[config.mk]
export PLATFORM = sky130hd
export DESIGN_NAME = hdmi_cfg_sequencer
export DESIGN_NICKNAME = d
export VERILOG_FILES = /design/src/rtl/hdmi_cfg_sequencer.sv
export SDC_FILE = /design/constraint.sdc
export NUM_CORES = 1
export LEC_CHECK = 0
export CAP_MARGIN = 20
export CORE_UTILIZATION = 42
export DETAILED_ROUTE_END_ITERATION = 8
export PLACE_DENSITY = 0.87
export SETUP_SLACK_MARGIN = 0.05
export SLEW_MARGIN = 30
export SYNTH_ARGS = -nofsm -noshare
export SYNTH_HDL_FRONTEND = slang
export SYNTH_SLANG_ARGS = --single-unit
[constraint.sdc]
create_clock -name ACLK -period 5.1 [get_ports ACLK]
set_input_delay 1.275 -clock ACLK [delete_from_list [all_inputs] [get_ports ACLK]]
set_output_delay 1.275 -clock ACLK [all_outputs]
set_load 0.02 [all_outputs]
[src/rtl/hdmi_cfg_sequencer.sv]
`default_nettype none
// ============================================================================
// Module   : hdmi_cfg_sequencer
// Brief    : AXI4-Lite master that writes a small external register table into
//            the hdmi_controller, with optional readback compare.
// Revision : 1.0 - initial release
// ============================================================================
module hdmi_cfg_sequencer #(
    parameter int          C_M_AXI_ADDR_WIDTH = 32,
    parameter int          C_M_AXI_DATA_WIDTH = 32,
    parameter logic [31:0] C_BASE_ADDR        = 32'h0000_0000,
    parameter int          C_NUM_REGS         = 4,
    parameter int          C_TIMEOUT          = 255
) (
    input  logic                            ACLK,
    input  logic                            ARESETN,
    input  logic                            start,
    input  logic                            verify_en,
    output logic [3:0]                      tbl_idx,
    input  logic [7:0]                      tbl_offset,
    input  logic [31:0]                     tbl_wdata,
    output logic                            busy,
    output logic                            done,
    output logic                            error,
    output logic [1:0]                      err_code,
    output logic [3:0]                      err_idx,
    output logic [C_M_AXI_ADDR_WIDTH-1:0]   M_AXI_AWADDR,
    output logic [2:0]                      M_AXI_AWPROT,
    output logic                            M_AXI_AWVALID,
    input  logic                            M_AXI_AWREADY,
    output logic [C_M_AXI_DATA_WIDTH-1:0]   M_AXI_WDATA,
    output logic [C_M_AXI_DATA_WIDTH/8-1:0] M_AXI_WSTRB,
    output logic                            M_AXI_WVALID,
    input  logic                            M_AXI_WREADY,
    input  logic [1:0]                      M_AXI_BRESP,
    input  logic                            M_AXI_BVALID,
    output logic                            M_AXI_BREADY,
    output logic [C_M_AXI_ADDR_WIDTH-1:0]   M_AXI_ARADDR,
    output logic [2:0]                      M_AXI_ARPROT,
    output logic                            M_AXI_ARVALID,
    input  logic                            M_AXI_ARREADY,
    input  logic [C_M_AXI_DATA_WIDTH-1:0]   M_AXI_RDATA,
    input  logic [1:0]                      M_AXI_RRESP,
    input  logic                            M_AXI_RVALID,
    output logic                            M_AXI_RREADY
);

    localparam int                          AW         = C_M_AXI_ADDR_WIDTH;
    localparam int                          DW         = C_M_AXI_DATA_WIDTH;
    localparam logic [AW-1:0]               C_BASE     = AW'(C_BASE_ADDR);
    localparam logic [3:0]                  C_LAST_IDX = 4'(C_NUM_REGS - 1);
    localparam logic [7:0]                  C_TMO_LAST = 8'(C_TIMEOUT - 1);

    localparam logic [1:0] C_ERR_RESP     = 2'b01;
    localparam logic [1:0] C_ERR_MISMATCH = 2'b10;
    localparam logic [1:0] C_ERR_TIMEOUT  = 2'b11;

    typedef enum logic [3:0] {
        S_IDLE  = 4'd0,
        S_LOAD  = 4'd1,
        S_WADDR = 4'd2,
        S_WRESP = 4'd3,
        S_RADDR = 4'd4,
        S_RDATA = 4'd5,
        S_NEXT  = 4'd6,
        S_DONE  = 4'd7,
        S_ERROR = 4'd8
    } state_t;

    state_t          r_state;
    state_t          w_state_next;
    logic [1:0]      w_err_code;
    logic [3:0]      r_idx;
    logic            r_verify;
    logic [AW-1:0]   r_addr;
    logic [DW-1:0]   r_wdata;
    logic            r_aw_done;
    logic            r_w_done;
    logic [7:0]      r_timer;
    logic            r_error;
    logic [1:0]      r_err_code;
    logic [3:0]      r_err_idx;

    logic            w_aw_ok;
    logic            w_w_ok;
    logic            w_tmo;
    logic            w_accept;
    logic [AW-1:0]   w_offset;
    logic            w_unused_ok;

    // Offset is word aligned: the two low bits are deliberately dropped.
    assign w_offset    = {{(AW-8){1'b0}}, tbl_offset[7:2], 2'b00};
    assign w_unused_ok = &{1'b0, tbl_offset[1:0]};

    assign w_accept = (r_state == S_IDLE) && start;
    assign w_aw_ok  = r_aw_done || M_AXI_AWREADY;
    assign w_w_ok   = r_w_done  || M_AXI_WREADY;
    assign w_tmo    = (r_timer == C_TMO_LAST);

    always_comb begin
        w_state_next = r_state;
        w_err_code   = 2'b00;
        case (r_state)
            S_IDLE:  if (start) w_state_next = S_LOAD;
            S_LOAD:  w_state_next = S_WADDR;
            S_WADDR: begin
                if (w_aw_ok && w_w_ok) begin
                    w_state_next = S_WRESP;
                end else if (w_tmo) begin
                    w_state_next = S_ERROR;
                    w_err_code   = C_ERR_TIMEOUT;
                end
            end
            S_WRESP: begin
                if (M_AXI_BVALID) begin
                    if (M_AXI_BRESP != 2'b00) begin
                        w_state_next = S_ERROR;
                        w_err_code   = C_ERR_RESP;
                    end else begin
                        w_state_next = r_verify ? S_RADDR : S_NEXT;
                    end
                end else if (w_tmo) begin
                    w_state_next = S_ERROR;
                    w_err_code   = C_ERR_TIMEOUT;
                end
            end
            S_RADDR: begin
                if (M_AXI_ARREADY) begin
                    w_state_next = S_RDATA;
                end else if (w_tmo) begin
                    w_state_next = S_ERROR;
                    w_err_code   = C_ERR_TIMEOUT;
                end
            end
            S_RDATA: begin
                if (M_AXI_RVALID) begin
                    if (M_AXI_RRESP != 2'b00) begin
                        w_state_next = S_ERROR;
                        w_err_code   = C_ERR_RESP;
                    end else if (M_AXI_RDATA != r_wdata) begin
                        w_state_next = S_ERROR;
                        w_err_code   = C_ERR_MISMATCH;
                    end else begin
                        w_state_next = S_NEXT;
                    end
                end else if (w_tmo) begin
                    w_state_next = S_ERROR;
                    w_err_code   = C_ERR_TIMEOUT;
                end
            end
            S_NEXT:  w_state_next = (r_idx == C_LAST_IDX) ? S_DONE : S_LOAD;
            S_DONE:  w_state_next = S_IDLE;
            S_ERROR: w_state_next = S_IDLE;
            default: w_state_next = S_IDLE;
        endcase
    end

    always_ff @(posedge ACLK or negedge ARESETN) begin
        if (!ARESETN) begin
            r_state    <= S_IDLE;
            r_idx      <= 4'd0;
            r_verify   <= 1'b0;
            r_addr     <= '0;
            r_wdata    <= '0;
            r_aw_done  <= 1'b0;
            r_w_done   <= 1'b0;
            r_timer    <= 8'd0;
            r_error    <= 1'b0;
            r_err_code <= 2'b00;
            r_err_idx  <= 4'd0;
        end else begin
            r_state <= w_state_next;

            // Timer restarts whenever the FSM moves, so each wait state gets a full budget.
            if (w_state_next != r_state) begin
                r_timer <= 8'd0;
            end else begin
                r_timer <= r_timer + 8'd1;
            end

            if (w_accept) begin
                r_verify   <= verify_en;
                r_idx      <= 4'd0;
                r_error    <= 1'b0;
                r_err_code <= 2'b00;
                r_err_idx  <= 4'd0;
            end

            if (r_state == S_LOAD) begin
                r_addr    <= C_BASE + w_offset;
                r_wdata   <= DW'(tbl_wdata);
                r_aw_done <= 1'b0;
                r_w_done  <= 1'b0;
            end

            if (r_state == S_WADDR) begin
                r_aw_done <= r_aw_done || M_AXI_AWREADY;
                r_w_done  <= r_w_done  || M_AXI_WREADY;
            end

            if ((r_state == S_NEXT) && (r_idx != C_LAST_IDX)) begin
                r_idx <= r_idx + 4'd1;
            end

            if (r_state == S_DONE) begin
                r_idx <= 4'd0;
            end

            if (w_state_next == S_ERROR) begin
                r_error    <= 1'b1;
                r_err_code <= w_err_code;
                r_err_idx  <= r_idx;
            end
        end
    end

    assign tbl_idx  = r_idx;
    assign busy     = (r_state != S_IDLE) && (r_state != S_DONE) && (r_state != S_ERROR);
    assign done     = (r_state == S_DONE);
    assign error    = r_error;
    assign err_code = r_err_code;
    assign err_idx  = r_err_idx;

    assign M_AXI_AWADDR  = r_addr;
    assign M_AXI_AWPROT  = 3'b000;
    assign M_AXI_AWVALID = (r_state == S_WADDR) && !r_aw_done;
    assign M_AXI_WDATA   = r_wdata;
    assign M_AXI_WSTRB   = '1;
    assign M_AXI_WVALID  = (r_state == S_WADDR) && !r_w_done;
    assign M_AXI_BREADY  = (r_state == S_WRESP);
    assign M_AXI_ARADDR  = r_addr;
    assign M_AXI_ARPROT  = 3'b000;
    assign M_AXI_ARVALID = (r_state == S_RADDR);
    assign M_AXI_RREADY  = (r_state == S_RDATA);

endmodule
`default_nettype wire

==> metrics.md <==
| Metric | Value |
|---|---|
| Run status | `completed` |
| Setup TNS Final | `0 ps` |
| Pin count of the biggest net entering global routing | `41` |
| Slew at the pin with the worst max-slew slack | `734.2 ps` |
| Post-DR wirelength/cell | `14.60 microns` |
| Layout cells sized above 1 | `0.1194` |
| Sinks on the clock net | `64` |
| Area added between synthesis and finish | `40.26%` |
| Overflow left after global routing | `0` |
| Critical path endpoint category | `output port` |
| Number of global-route vias before repair | `2889` |
| Yosys top cell area share | `0.4330` |
| Post-synthesis cell area | `3699 sq um` |
| Most numerous cell in the Yosys netlist | `buf_4` |
| Number of nets at the end of the flow | `578` |
| Number of max-slew violations in the final report | `0` |
| Reg-to-reg setup timing slack | `2900 ps` |
| Hold Worst Slack | `480.6 ps` |
| Sequential fraction of the synthesis area | `0.4330` |
| Most frequent cells after synthesis | `buf_4, dfrtp_1, xor2_1, mux2_2, nor2_1` |
| Clock slew seen by the registers of the worst setup and hold paths | `70 ps` |
| Worst setup slack after layout | `1570 ps` |
| Total DRC errors in the routed layout | `0` |
| Cell internal pwr | `1.756 mW` |
| Placer congestion estimate | `0.8658` |
| TritonCTS Buffers | `9` |
| Number of resized instances in the post-cts repair step | `0` |
| Cell-by-cell trace of the critical path | `or4b_1 > nor2_1 > clkdlybuf4s50_1` |
| Hold Path Depth | `2` |
| Power density of the placed cells | `545.7 nW/um^2` |
| Mux cell area share after synthesis | `0.1187` |
| Vias per Instance | `4.808` |
| Worst-Skew Late Latency | `340 ps` |
| Worst Path Class, Setup | `register to output port` |
| Max-cap viol count | `0` |
| Peak fanout along the critical path | `11` |
| Initial DRC Count | `64` |
| Die boundary width | `95.84 microns` |
| Number of instances in the synthesized netlist | `350` |
| Setup crit start kind | `register` |
| Netlist cell types | `46` |
| Leakage power of the design | `2.291 nW` |
| DRT antenna net count | `0` |
| Total power after layout | `2.831 mW` |
| Final count of negative-setup-slack endpoints | `0` |
| Async set-or-reset flop fraction in the synthesized netlist | `1.000` |
| Headroom to the max-slew limit | `0.5105` |
| Synth Area in Compound Gates | `0.05954` |
| Area taken by multi-input logic gates | `1723 sq um` |
| Post-placement worst setup slack | `1680 ps` |
| Wire length of the first global-routing pass | `13680 microns` |
| Dominant combinational cell family by area after synthesis | `buffers and inverters` |
| Die Area | `9185 sq um` |
| Fraction of power consumed by combinational cells | `0.491` |
| Ys Warns | `0` |
| Simple-gate portion of the synthesized area | `0.1228` |
| Final cycle utilization of the critical path | `0.6922` |
| Initial antenna violation count | `0` |
| Final-layout fill cell count | `724` |
| IR Drop Worst-Case VDD | `277.0 uV` |
| Count of port buffers added during placement | `144` |
| Final wirelength | `8743 microns` |
| Share of the synthesized netlist area taken by xor and xnor gates | `0.08999` |
| Highest cell delay on the worst timing path | `650 ps` |
| Clock tree buffer depth | `2` |
| TritonCTS clock tree | `done` |
| Detailed-route via count | `2880` |
| Most area-consuming cells after synthesis | `dfrtp_1, buf_4, mux2_2, xor2_1, nor2_1` |
| Detailed-router iteration count before antenna repair | `6` |
| Vertical die dimension | `95.84 microns` |
| Clock group share of total power | `0.183` |
| Total number of placement rows | `33` |
| Yosys reg bits | `64` |
| Gr usage total | `0.2009` |
| Avg Cell Area, Syn | `10.57 sq um` |
| Library cell with the largest summed area after synthesis | `dfrtp_1` |
| Antenna diode instance count | `0` |
| Worst Path Required | `3830 ps` |
| Max Clock Skew | `9.261 ps` |
| Switch Pwr | `1.074 mW` |
| Hold/Removal Path Class | `register to register` |
| Area share of fa/ha/maj cells after synthesis | `0.01015` |
| H-tree Lvls | `3` |
| Area of the placeable core | `8382 sq um` |
| Setup repair after global routing missed its margin | `no` |
| Switching portion of total power | `0.3795` |
| Register Area | `1602 sq um` |
| Fin crit period | `3530 ps` |
| CTS root buffer | `clkbuf_8` |
| Data arrival time at the worst-slack endpoint | `2250 ps` |
| Cells on worst reg2reg path | `6` |
| DP HPWL | `6775 microns` |
| Most used flip-flop cell after synthesis | `dfrtp_1` |
| Maximum clock frequency | `283.3 MHz` |
| Final Core Density | `0.6189` |
| Initial Utilization | `0.4413` |
| Worst-path cell with the longest stage delay | `or4b_1` |
| Number of flops mapped to enable cells by yosys | `0` |
| Flop pwr share | `0.326` |
| Count of pins on the block boundary | `209` |
| Post-CTS Setup Repair Bufs | `0` |
| Quantity of hold-fixing buffers added after cts | `0` |
| Final Hold Viols | `0` |
==> worst max-delay path: cells and delay by family, from the launching register on <==
family	cells	cell delay [ps]
and+or+nand+nor	2	780
buffers and inverters	1	620
DFF	1	510
==> flip-flops by register name (all words and copies together) (netlist names) <==
register	cells
err_code	2
err_idx	4
tbl_idx	4
r_timer	8
r_verify	1
r_w_done	1
error	1
r_state	4
M_AXI_WDATA	32
r_aw_done	1
M_AXI_ARADDR	6
==> through the flow <==
step                cells  cell area (sq um)
finish                599               5187
global placement      584               4949
detailed placement    584               4949
floorplan             410               3924
CTS                   599               5187
global route          599               5187
==> kinds of logic after synthesis <==
family                   after synthesis
multiplexers                          39
buffers and inverters                 88
adder cells (fa/ha/maj)                3
XOR/XNOR                              38
flip-flops                            64
AO/OA/AOI/OAI                         32
other                                  2
AND/OR/NAND/NOR                       84
==> power groups by stage <==
stage                     sequential, mW  combinational [mW]  clock [mW]
final                              0.922                1.39       0.518
after global routing               0.956                1.49       0.550
after CTS                          0.925                1.41       0.529
after detailed placement           0.932                1.40           0
after global placement             0.914                1.37           0
after floorplan                     1.08               0.690           0
==> layout make-up <==
type,count,share of cell area
Inverter,11,0.007959
Multi-Input combinational cell,258,0.3321
Timing Repair Buffer,146,0.2798
Sequential cell,64,0.3087
Tap cell,105,0.02533
Clock inverter,2,0.01158
Clock buffer,13,0.03449
==> cells in the final DEF, fill, tap and decap left out, types with 2 or more instances in the layout <==
cell type,count
nand2b_1,2
a21oi_1,4
a31oi_1,2
and4_1,2
mux2_2,35
nand2_1,15
ha_1,3
nor4_1,8
inv_1,11
bufinv_16,2
o21ai_0,9
dfrtp_1,64
clkbuf_8,13
clkdlybuf4s50_1,143
nand3_1,13
conb_1,62
buf_4,2
xor2_1,37
nand4_1,5
mux2_1,4
nor2b_1,3
nor2_1,22
and3_1,3
o22ai_1,6
==> per-layer routing <==
metal | global-route usage | vias to the layer above | part of all wire
li1 | - | 1351 | -
met1 | 0.2110 | 1373 | 0.37
met2 | 0.3792 | 141 | 0.54
met3 | 0.05055 | 15 | 0.076
met4 | 0.08209 | 0 | 0.019
met5 | 0 | - | 0
==> worst paths after layout <==
path | from | endpoint
setup / recovery | r_state[2] | M_AXI_AWVALID
hold / removal | error | error
setup reg to reg | r_state[2] | err_code[1]
hold reg to reg | error | error
max in group asynchronous | ARESETN | M_AXI_WDATA[20]
min in group asynchronous | ARESETN | r_w_done
No activity file was read; power rests on OpenSTA's default activity.
